==> src/rtl/dmem_ctrl_if.sv <==
// Data-SRAM bus between the MEM-stage access controller and the bus bridge.
interface dmem_ctrl_if #(
    parameter int ADDR_W = 32,
    parameter int DATA_W = 32
);
    localparam int STRB_W = DATA_W / 8;

    logic              data_sram_req_o;
    logic              data_sram_wr_o;
    logic [1:0]        data_sram_size_o;
    logic [ADDR_W-1:0] data_sram_addr_o;
    logic [DATA_W-1:0] data_sram_wdata_o;
    logic [STRB_W-1:0] data_sram_wstrb_o;
    logic              data_sram_addr_ok_i;
    logic              data_sram_data_ok_i;
    logic [DATA_W-1:0] data_sram_rdata_i;

    // Controller side: issues the request, receives accept/response.
    modport master (
        output data_sram_req_o,
        output data_sram_wr_o,
        output data_sram_size_o,
        output data_sram_addr_o,
        output data_sram_wdata_o,
        output data_sram_wstrb_o,
        input  data_sram_addr_ok_i,
        input  data_sram_data_ok_i,
        input  data_sram_rdata_i
    );

    // Bridge side: accepts the request, returns the response beat.
    modport slave (
        input  data_sram_req_o,
        input  data_sram_wr_o,
        input  data_sram_size_o,
        input  data_sram_addr_o,
        input  data_sram_wdata_o,
        input  data_sram_wstrb_o,
        output data_sram_addr_ok_i,
        output data_sram_data_ok_i,
        output data_sram_rdata_i
    );
endinterface

==> src/rtl/dmem_ctrl.sv <==
// MEM-stage data-SRAM access sequencer: one outstanding transaction on a
// req/addr_ok/data_ok bus, stall generation, read capture and flush cancel.
module dmem_ctrl #(
    parameter int ADDR_W = 32,
    parameter int DATA_W = 32
) (
    input  logic                  clk,
    input  logic                  rst,
    input  logic                  cpu_req_i,
    input  logic                  cpu_wr_i,
    input  logic [1:0]            cpu_size_i,
    input  logic [ADDR_W-1:0]     cpu_addr_i,
    input  logic [DATA_W-1:0]     cpu_wdata_i,
    input  logic [DATA_W/8-1:0]   cpu_wstrb_i,
    input  logic                  pipe_hold_i,
    input  logic                  flush_i,
    output logic [DATA_W-1:0]     rdata_o,
    output logic                  done_o,
    output logic                  stall_o,
    dmem_ctrl_if.master           bus
);

    typedef enum logic [2:0] {
        IDLE   = 3'd0,
        REQ    = 3'd1,
        WAIT   = 3'd2,
        DONE   = 3'd3,
        CANCEL = 3'd4
    } state_t;

    state_t state;
    // Set when a flush hits while the request is still waiting for addr_ok;
    // the request cannot be withdrawn, so its response is discarded later.
    logic   cancel_q;

    // Stall is decoded from the current state so the pipeline freezes in the
    // same cycle the access is requested; a flush or reset always releases it.
    always_comb begin
        stall_o = 1'b0;
        unique case (state)
            IDLE:      stall_o = cpu_req_i;
            REQ, WAIT: stall_o = 1'b1;
            CANCEL:    stall_o = cpu_req_i;
            default:   stall_o = 1'b0;
        endcase
        if (flush_i || rst) begin
            stall_o = 1'b0;
        end
    end

    // Transaction sequencer with registered bus fields, done flag and read word.
    always_ff @(posedge clk or posedge rst) begin
        if (rst) begin
            state                 <= IDLE;
            cancel_q              <= 1'b0;
            bus.data_sram_req_o   <= 1'b0;
            bus.data_sram_wr_o    <= 1'b0;
            bus.data_sram_size_o  <= '0;
            bus.data_sram_addr_o  <= '0;
            bus.data_sram_wdata_o <= '0;
            bus.data_sram_wstrb_o <= '0;
            rdata_o               <= '0;
            done_o                <= 1'b0;
        end else begin
            unique case (state)
                IDLE: begin
                    // data_ok here is a protocol error and is ignored.
                    if (cpu_req_i && !flush_i) begin
                        bus.data_sram_req_o   <= 1'b1;
                        bus.data_sram_wr_o    <= cpu_wr_i;
                        bus.data_sram_size_o  <= cpu_size_i;
                        bus.data_sram_addr_o  <= cpu_addr_i;
                        bus.data_sram_wdata_o <= cpu_wdata_i;
                        bus.data_sram_wstrb_o <= cpu_wstrb_i;
                        cancel_q              <= 1'b0;
                        state                 <= REQ;
                    end
                end
                REQ: begin
                    // Fields stay stable until the bridge accepts them.
                    if (bus.data_sram_addr_ok_i) begin
                        bus.data_sram_req_o <= 1'b0;
                        cancel_q            <= 1'b0;
                        state               <= (flush_i || cancel_q) ? CANCEL : WAIT;
                    end else if (flush_i) begin
                        cancel_q <= 1'b1;
                    end
                end
                WAIT: begin
                    if (bus.data_sram_data_ok_i) begin
                        if (flush_i || cancel_q) begin
                            state <= IDLE;
                        end else begin
                            // Stores capture the bus value too; it is unused.
                            rdata_o <= bus.data_sram_rdata_i;
                            done_o  <= 1'b1;
                            state   <= DONE;
                        end
                    end else if (flush_i) begin
                        state <= CANCEL;
                    end
                end
                DONE: begin
                    // Leave on the same edge the pipeline advances, so the
                    // still-asserted cpu_req_i is never re-issued.
                    if (!pipe_hold_i || flush_i) begin
                        done_o <= 1'b0;
                        state  <= IDLE;
                    end
                end
                CANCEL: begin
                    if (bus.data_sram_data_ok_i) begin
                        state <= IDLE;
                    end
                end
                default: begin
                    state <= IDLE;
                end
            endcase
        end
    end

endmodule
==> src/flat_wrapper.sv <==
// flat-port wrapper written by rule: the top's interface ports become plain ports
module dmem_ctrl_flat 
#(
    parameter int ADDR_W = 32,
    parameter int DATA_W = 32
)
  (clk, rst, cpu_req_i, cpu_wr_i, cpu_size_i, cpu_addr_i, cpu_wdata_i, cpu_wstrb_i, pipe_hold_i, flush_i, rdata_o, done_o, stall_o, bus_data_sram_req_o, bus_data_sram_wr_o, bus_data_sram_size_o, bus_data_sram_addr_o, bus_data_sram_wdata_o, bus_data_sram_wstrb_o, bus_data_sram_addr_ok_i, bus_data_sram_data_ok_i, bus_data_sram_rdata_i);
  dmem_ctrl_if #(.ADDR_W(ADDR_W), .DATA_W(DATA_W)) bus_i ();
  input  logic clk;
  input  logic rst;
  input  logic cpu_req_i;
  input  logic cpu_wr_i;
  input  logic [1:0] cpu_size_i;
  input  logic [ADDR_W-1:0] cpu_addr_i;
  input  logic [DATA_W-1:0] cpu_wdata_i;
  input  logic [DATA_W/8-1:0] cpu_wstrb_i;
  input  logic pipe_hold_i;
  input  logic flush_i;
  output logic [DATA_W-1:0] rdata_o;
  output logic done_o;
  output logic stall_o;
  output wire logic [$bits(bus_i.data_sram_req_o)-1:0] bus_data_sram_req_o;
  output wire logic [$bits(bus_i.data_sram_wr_o)-1:0] bus_data_sram_wr_o;
  output wire logic [$bits(bus_i.data_sram_size_o)-1:0] bus_data_sram_size_o;
  output wire logic [$bits(bus_i.data_sram_addr_o)-1:0] bus_data_sram_addr_o;
  output wire logic [$bits(bus_i.data_sram_wdata_o)-1:0] bus_data_sram_wdata_o;
  output wire logic [$bits(bus_i.data_sram_wstrb_o)-1:0] bus_data_sram_wstrb_o;
  input wire logic [$bits(bus_i.data_sram_addr_ok_i)-1:0] bus_data_sram_addr_ok_i;
  input wire logic [$bits(bus_i.data_sram_data_ok_i)-1:0] bus_data_sram_data_ok_i;
  input wire logic [$bits(bus_i.data_sram_rdata_i)-1:0] bus_data_sram_rdata_i;
  assign bus_data_sram_req_o = bus_i.data_sram_req_o;
  assign bus_data_sram_wr_o = bus_i.data_sram_wr_o;
  assign bus_data_sram_size_o = bus_i.data_sram_size_o;
  assign bus_data_sram_addr_o = bus_i.data_sram_addr_o;
  assign bus_data_sram_wdata_o = bus_i.data_sram_wdata_o;
  assign bus_data_sram_wstrb_o = bus_i.data_sram_wstrb_o;
  assign bus_i.data_sram_addr_ok_i = bus_data_sram_addr_ok_i;
  assign bus_i.data_sram_data_ok_i = bus_data_sram_data_ok_i;
  assign bus_i.data_sram_rdata_i = bus_data_sram_rdata_i;
  dmem_ctrl #(.ADDR_W(ADDR_W), .DATA_W(DATA_W)) u_core (.clk(clk), .rst(rst), .cpu_req_i(cpu_req_i), .cpu_wr_i(cpu_wr_i), .cpu_size_i(cpu_size_i), .cpu_addr_i(cpu_addr_i), .cpu_wdata_i(cpu_wdata_i), .cpu_wstrb_i(cpu_wstrb_i), .pipe_hold_i(pipe_hold_i), .flush_i(flush_i), .rdata_o(rdata_o), .done_o(done_o), .stall_o(stall_o), .bus(bus_i));
endmodule
==> config.mk <==
export PLATFORM = sky130hd
export DESIGN_NAME = dmem_ctrl_flat
export DESIGN_NICKNAME = d
export VERILOG_FILES = /design/src/rtl/dmem_ctrl_if.sv /design/src/rtl/dmem_ctrl.sv /design/src/flat_wrapper.sv
export SDC_FILE = /design/constraint.sdc
export NUM_CORES = 1
export LEC_CHECK = 0
export ABC_AREA = 0
export CELL_PAD_IN_SITES_DETAIL_PLACEMENT = 1
export CELL_PAD_IN_SITES_GLOBAL_PLACEMENT = 2
export CORE_MARGIN = 2
export CORE_UTILIZATION = 26
export DETAILED_ROUTE_END_ITERATION = 10
export GPL_TIMING_DRIVEN = 0
export PLACE_DENSITY = 0.85
export SYNTH_ARGS = -nofsm -noshare
export SYNTH_HDL_FRONTEND = slang
export SYNTH_SLANG_ARGS = --single-unit
==> constraint.sdc <==
create_clock -name clk -period 4.15 [get_ports clk]
set_input_delay 0.6225 -clock clk [delete_from_list [all_inputs] [get_ports clk]]
set_output_delay 0.6225 -clock clk [all_outputs]
set_load 0.05 [all_outputs]
==> flow_metrics.py, run 1 <==
metrics = {
    "placement": {
        "place_hpwl_mm": 9.87,
        "place.port_buffers": 214,
        "post-place-ws_ns": 1.11,
        "postPlaceCellArea_um2": 6810,
        "dpl.cell_count": 702,
        "place_congestion": 0.768,
    },
    "cts": {
        "ctsHoldBuffers": 0,
        "cts.clk_slew.worst_paths_ns": 0.07,
        "post-cts-setup-buffers": 0,
        "cts_tree": "done",
        "clkLatencyLatePin_ns": 0.35,
        "cts_root_buffer": "clkbuf_16",
        "cts_sinks": 109,
        "cts_resized": 0,
        "cts_buffer_depth": 2,
        "h-tree-depth": 3,
        "cts_buffers": 9,
    },
    "power_and_ir_drop": {
        "power.density_nw_per_um2": 946,
        "fin_total_pwr_mw": 6.75,
        "ir_drop_mv": 0.314,
        "power.leakage_nw": 3.07,
    },
    "min_path": {
        "min_path_type": "reg2reg",
    },
    "timing": {
        "drv_slew": 0,
        "finalHoldViolCount": 0,
        "fin_skew_ns": 0.00778,
        "fin_hold_ws_ns": 0.488,
        "setup_violations": 0,
        "finalWorstSetupSlack_ns": 1.10,
        "tightest_slew_ns": 0.693,
        "finalCritPeriodShare": 0.736,
        "setup_tns_ns": 0,
        "rsz0062_at_grt": "no",
        "relSlewSlack": 0.538,
        "fmax_mhz": 327,
        "timing.final.crit_period_ns": 3.05,
    },
    "cells_and_area": {
        "final_layout_size_suffix_gt1_frac": 0.214,
        "fill_cells": 1683,
        "syn2layout_area_growth_pct": 63.6,
        "diodes": 0,
        "fin_util": 0.433,
        "layoutNonFillerInstCount": 716,
        "final_cell_area_um2": 7140,
        "layout.nets": 603,
    },
    "floorplan": {
        "rows": 47,
        "die_w_um": 134,
        "initial_core_util": 0.265,
        "core_area_um2": 16500,
        "io_pins": 216,
        "die_y_um": 134,
        "die-area_um2": 17800,
    },
    "yosys": {
        "syn-mean-instance-area_um2": 16.3,
        "synth_cells": 267,
        "synthesis.nets": 377,
        "ys_ff_latch": 109,
        "ys_warn_count": 0,
        "ys_types": 31,
        "ys_seq_area_frac": 0.625,
        "netlist_area_um2": 4360,
    },
    "routing": {
        "wl_per_cell_um": 17.6,
        "antenna_left": 0,
        "wl_mm": 12.6,
        "dr_total_vias": 3053,
        "drt-pass1-iter-count": 4,
        "drc": 0,
        "via_per_inst": 4.26,
        "drt_iter0_markers": 67,
    },
    "setup_path": {
        "critPathMaxStageDelay_ns": 0.82,
        "path_class": "in2out",
        "worstPathRequired_ns": 3.53,
        "critPathSlowestCell": "clkdlybuf4s50_1",
        "worst-path-max-fanout": 3,
        "cp-end-kind": "output port",
        "startpoint_type": "input pin",
        "crit_chain": "clkdlybuf4s50_1 > nand2b_1 > a21oi_1 > a21oi_1 > nor3_1 > clkdlybuf4s50_1",
        "cp.arrival_ns": 2.43,
        "reg2reg_slack_ns": 2.24,
    },
    "global_routing": {
        "antenna_found_initial": 0,
        "grt_pass1_vias": 3477,
        "grt_first_pass_wirelength_mm": 19.9,
        "grt_use_total": 0.145,
        "gr-total-overflow": 0,
        "grt_max_degree": 58,
    },
    "outcome": {
        "status": "finished clean",
    },
    "run": {
        "max-cap-violations": 0,
    },
}
-- where the power goes --
group	switching, mW	internal [mW]	total (mW)
Clock	0.379	0.585	0.964
Combinational	2.44	1.47	3.91
Sequential	0.289	1.59	1.88
Total	3.11	3.64	6.75
-- cell usage after synthesis (all sizes together) --
| cell | count | area, um2 |
|---|---|---|
| dfrtp | 109 | 2730 |
| mux2 | 105 | 1290 |
| buf | 14 | 93.8 |
| nand2b | 4 | 25.0 |
| a21oi | 3 | 15.0 |
| inv | 3 | 11.3 |
| nand2 | 3 | 13.8 |
| nor2 | 3 | 18.8 |
| nor3 | 3 | 15.0 |
| nor4 | 3 | 25.0 |
| a2111oi | 2 | 23.8 |
| a31oi | 2 | 12.5 |
| nor2b | 2 | 12.5 |
| o21ai | 2 | 10.0 |
| a211oi | 1 | 7.51 |
| and2 | 1 | 6.26 |
| and3 | 1 | 6.26 |
| clkbuf | 1 | 3.75 |
| nand3b | 1 | 7.51 |
| nor3b | 1 | 7.51 |
| o31ai | 1 | 7.51 |
| o32a | 1 | 10.0 |
| or3 | 1 | 6.26 |
-- worst paths after layout --
kind / startpoint / end / depth (start not counted)
max reg2reg: u_core.state[1] / u_core.bus.data_sram_wdata_o[10] / 5
min: u_core.bus.data_sram_wdata_o[11] / u_core.bus.data_sram_wdata_o[11] / 1
max in group asynchronous: rst / u_core.bus.data_sram_wdata_o[13] / 3
min in group asynchronous: rst / u_core.cancel_q / 2
min reg2reg: u_core.bus.data_sram_wdata_o[11] / u_core.bus.data_sram_wdata_o[11] / 1
max: cpu_req_i / stall_o / 6
-- worst max-delay path, delay by kind of cell --
kind,cells,cell delay [ns]
simple gates,2,0.23
buf+inv,2,1.37
compound gates,2,0.20
-- final cells by class --
| type | count | area, um2 | area share |
|---|---|---|---|
| buffer | 15 | 97.6 | 0.0137 |
| inverter | 3 | 13.8 | 0.00193 |
| multi-input combinational | 140 | 1530 | 0.214 |
| sequential | 109 | 2730 | 0.382 |
| timing repair buffer | 215 | 2170 | 0.304 |
| clock inverter | 4 | 98.8 | 0.0138 |
| tap | 220 | 275 | 0.0386 |
| clock buffer | 10 | 229 | 0.0321 |
-- cells in the final DEF (no fill, tap or decap), types with 2 or more instances in the layout --
cell type / netlist / final
nor4_1: 2 / 2
mux2_1: 31 / 31
bufinv_16: 0 / 3
buf_6: 4 / 4
dfrtp_1: 109 / 109
nor2b_1: 2 / 2
nor2_1: 2 / 2
nand2b_1: 4 / 4
a31oi_1: 2 / 2
clkdlybuf4s50_1: 0 / 214
mux2_4: 30 / 30
o21ai_0: 2 / 2
clkbuf_16: 0 / 9
nand2_1: 2 / 2
inv_1: 3 / 2
buf_2: 9 / 9
nor3_1: 3 / 3
mux2_2: 44 / 44
a21oi_1: 3 / 3
clkbuf_1: 1 / 2
-- routing by layer --
metal	part of all wire	GRT usage
met5	0	0
met4	0.019	0.0603
met3	0.038	0.0251
met2	0.56	0.273
met1	0.38	0.160
-- kinds of logic (layout without fill, tap and decap cells) --
kind of cell / count (synthesis) / after routing / synth area share
flops: 109 / 109 / 0.625
compound gates: 12 / 12 / 0.0198
mux: 105 / 105 / 0.297
buf+inv: 18 / 247 / 0.0250
simple gates: 23 / 23 / 0.0330
-- sequential cells by signal, indices dropped and copies added, names as in the netlist --
signal	flops
u_core.bus.data_sram_req_o	1
u_core.bus.data_sram_size_o	2
u_core.bus.data_sram_addr_o	32
u_core.state	3
u_core.bus.data_sram_wstrb_o	4
u_core.bus.data_sram_wr_o	1
u_core.bus.data_sram_wdata_o	32
u_core.done_o	1
u_core.rdata_o	32
u_core.cancel_q	1
(Power assumes the default switching activity.)
==> run 2, diff against run 1 <==
Settings changed: CORE_UTILIZATION 26 to 23, PLACE_DENSITY 0.85 to 0.8.
Clock period 4.15 ns to 2.5 ns, I/O delays scaled along.
==> run 2 against run 1 <==
Compared with the run above:
- sequential power grew 66%
- largest power group unchanged
- setup slack got worse by 0.96 ns
- clock skew is 0.0029 ns higher
- clock power grew 44%
- critical path type is now reg2out
- combinational power grew 65%
- largest cell class unchanged
- die area up 13%
- hold slack worse by 0.14 ns
==> flow_metrics.py, run 2 (synthesis gave the netlist of run 1 again) <==
metrics = {
    "run": {
        "max-cap-violations": 0,
    },
    "placement": {
        "dpl.cell_count": 718,
        "place_congestion": 0.781,
        "post-place-ws_ns": -0.0457,
        "place.port_buffers": 214,
        "place_hpwl_mm": 9.80,
    },
    "timing": {
        "rsz0062_at_grt": "no",
        "finalWorstSetupSlack_ns": 0.140,
        "setup_tns_ns": 0,
        "relSlewSlack": 0.631,
        "fin_skew_ns": 0.0107,
        "setup_violations": 0,
        "drv_slew": 0,
        "timing.final.crit_period_ns": 2.36,
        "finalHoldViolCount": 0,
        "finalCritPeriodShare": 0.944,
        "fmax_mhz": 424,
        "tightest_slew_ns": 0.551,
    },
    "setup_path": {
        "cp-end-kind": "output port",
        "worst-path-max-fanout": 10,
        "reg2reg_from": "u_core.state[1]",
        "path_class": "reg2out",
        "crit_start": "u_core.state[2]",
        "worstPathRequired_ns": 2.12,
        "reg2reg_slack_ns": 0.59,
        "cp.arrival_ns": 1.98,
        "startpoint_type": "register",
    },
    "routing": {
        "wl_per_cell_um": 17.0,
        "antenna_left": 0,
        "drt_iter0_markers": 60,
        "drc": 0,
        "wl_mm": 12.5,
        "dr_total_vias": 3100,
        "via_per_inst": 4.23,
        "drt-pass1-iter-count": 4,
    },
    "cts": {
        "cts_tree": "done",
        "cts_buffers": 9,
        "cts.clk_slew.worst_paths_ns": 0.07,
        "cts_root_buffer": "clkbuf_16",
        "clkLatencyLatePin_ns": 0.35,
        "h-tree-depth": 3,
        "cts_sinks": 109,
        "cts_buffer_depth": 2,
    },
    "floorplan": {
        "io_pins": 216,
        "core_area_um2": 18600,
        "rows": 50,
        "die_y_um": 142,
        "die_w_um": 142,
        "die-area_um2": 20100,
        "initial_core_util": 0.234,
    },
    "cells_and_area": {
        "reg_top3": "u_core.bus.data_sram_addr_o (32), u_core.bus.data_sram_wdata_o (32), u_core.rdata_o (32)",
        "diodes": 0,
        "layoutNonFillerInstCount": 733,
        "final_cell_mix": "clkdlybuf4s50_1, dfrtp_1, mux2_2, mux2_1, mux2_4",
        "layout.nets": 604,
        "fill_cells": 1950,
        "syn2layout_area_growth_pct": 63.8,
        "layout_commonest_cell": "clkdlybuf4s50_1",
        "final_layout_size_suffix_gt1_frac": 0.222,
    },
    "global_routing": {
        "grt_use_total": 0.124,
        "grt_max_degree": 43,
        "antenna_found_initial": 0,
        "grt_first_pass_wirelength_mm": 19.3,
        "grt_pass1_vias": 3593,
        "gr-total-overflow": 0,
    },
    "outcome": {
        "status": "finished clean",
    },
    "min_path": {
        "min-delay-start": "flush_i",
        "min_path_type": "in2reg",
    },
    "power_and_ir_drop": {
        "ir_drop_mv": 0.622,
        "power.leakage_nw": 3.06,
        "power.density_nw_per_um2": 1540,
    },
}
## run 2: cell count changes in the layout (fill, tap and decap cells not counted)
cell             previous run  this run
buf_1                       1         0
buf_12                      0         3
buf_16                      1         0
bufinv_16                   3         0
clkbuf_8                    0         2
clkdlybuf4s18_2             0         1
clkdlybuf4s50_1           214       213
clkinv_2                    0         1
clkinvlp_4                  0         2
inv_4                       1         0
inv_6                       0         1
## run 2: power breakdown
| group | total, mW | internal (mW) | switching, mW |
|---|---|---|---|
| Clock | 1.39 | 0.736 | 0.654 |
| Sequential | 3.13 | 2.64 | 0.492 |
| Combinational | 6.47 | 2.44 | 4.03 |
## run 2: per-stage QoR
| stage | cell area [um2] | total power [mW] | utilization | hold slack (ns) |
|---|---|---|---|---|
| final | 7140 | 11.0 | 0.383 | 0.353 |
| after global routing | 7140 | 11.5 | 0.383 | 0.392 |
| after CTS | 7150 | 11.1 | 0.383 | 0.334 |
| after detailed placement | 6860 | 9.71 | 0.368 | 0.482 |
| after global placement | 6800 | 9.55 | 0.365 | 0.472 |
| after floorplan | 4370 | 7.35 | - | 0.507 |
## run 2: timing repair
| action | in CTS | in global routing |
|---|---|---|
| pin swaps | 0 | 0 |
| hold buffers | 0 | 0 |
| buffers inserted | 0 | 0 |
| endpoints found under the setup margin | 1 | 1 |
| hold endpoints to repair | 0 | 0 |
| resized for setup | 4 | 1 |
## run 2: layout make-up
type                            instances  area (um2)  area share
Sequential cell                       109        2730       0.382
Clock buffer                           12         256      0.0359
Tap cell                              234         293      0.0410
Inverter                                3        15.0     0.00210
Multi-Input combinational cell        140        1530       0.214
Clock inverter                          4        30.0     0.00420
Timing Repair Buffer                  217        2200       0.308
Buffer                                 14        93.8      0.0131
## run 2: final timing paths
kind | depth (start not counted) | endpoint
setup / recovery | 6 | stall_o
hold / removal | 3 | u_core.cancel_q
setup reg to reg | 5 | u_core.rdata_o[14]
hold reg to reg | 1 | u_core.bus.data_sram_addr_o[13]
max in group asynchronous | 4 | u_core.rdata_o[15]
min in group asynchronous | 2 | u_core.bus.data_sram_addr_o[7]
## run 2: per-layer routing
layer	vias up	part of all wire	global-route usage
met5	-	0	0
met4	0	0.024	0.0537
met3	20	0.056	0.0253
met2	113	0.53	0.225
met1	1578	0.39	0.141
li1	1389	-	-
## run 2: critical path: stages (launching register included)
cell and delay, ns:
dfrtp_1 0.41, clkbuf_1 0.24, nand2b_1 0.22, a21oi_1 0.15
a21oi_1 0.06, nor3_1 0.16, clkdlybuf4s18_2 0.39
==> run 3, diff against run 2 <==
Settings changed: HOLD_SLACK_MARGIN set to 0.03.
==> results of run 3 <==
Final layout, timing and power as in run 2 (identical DEF).
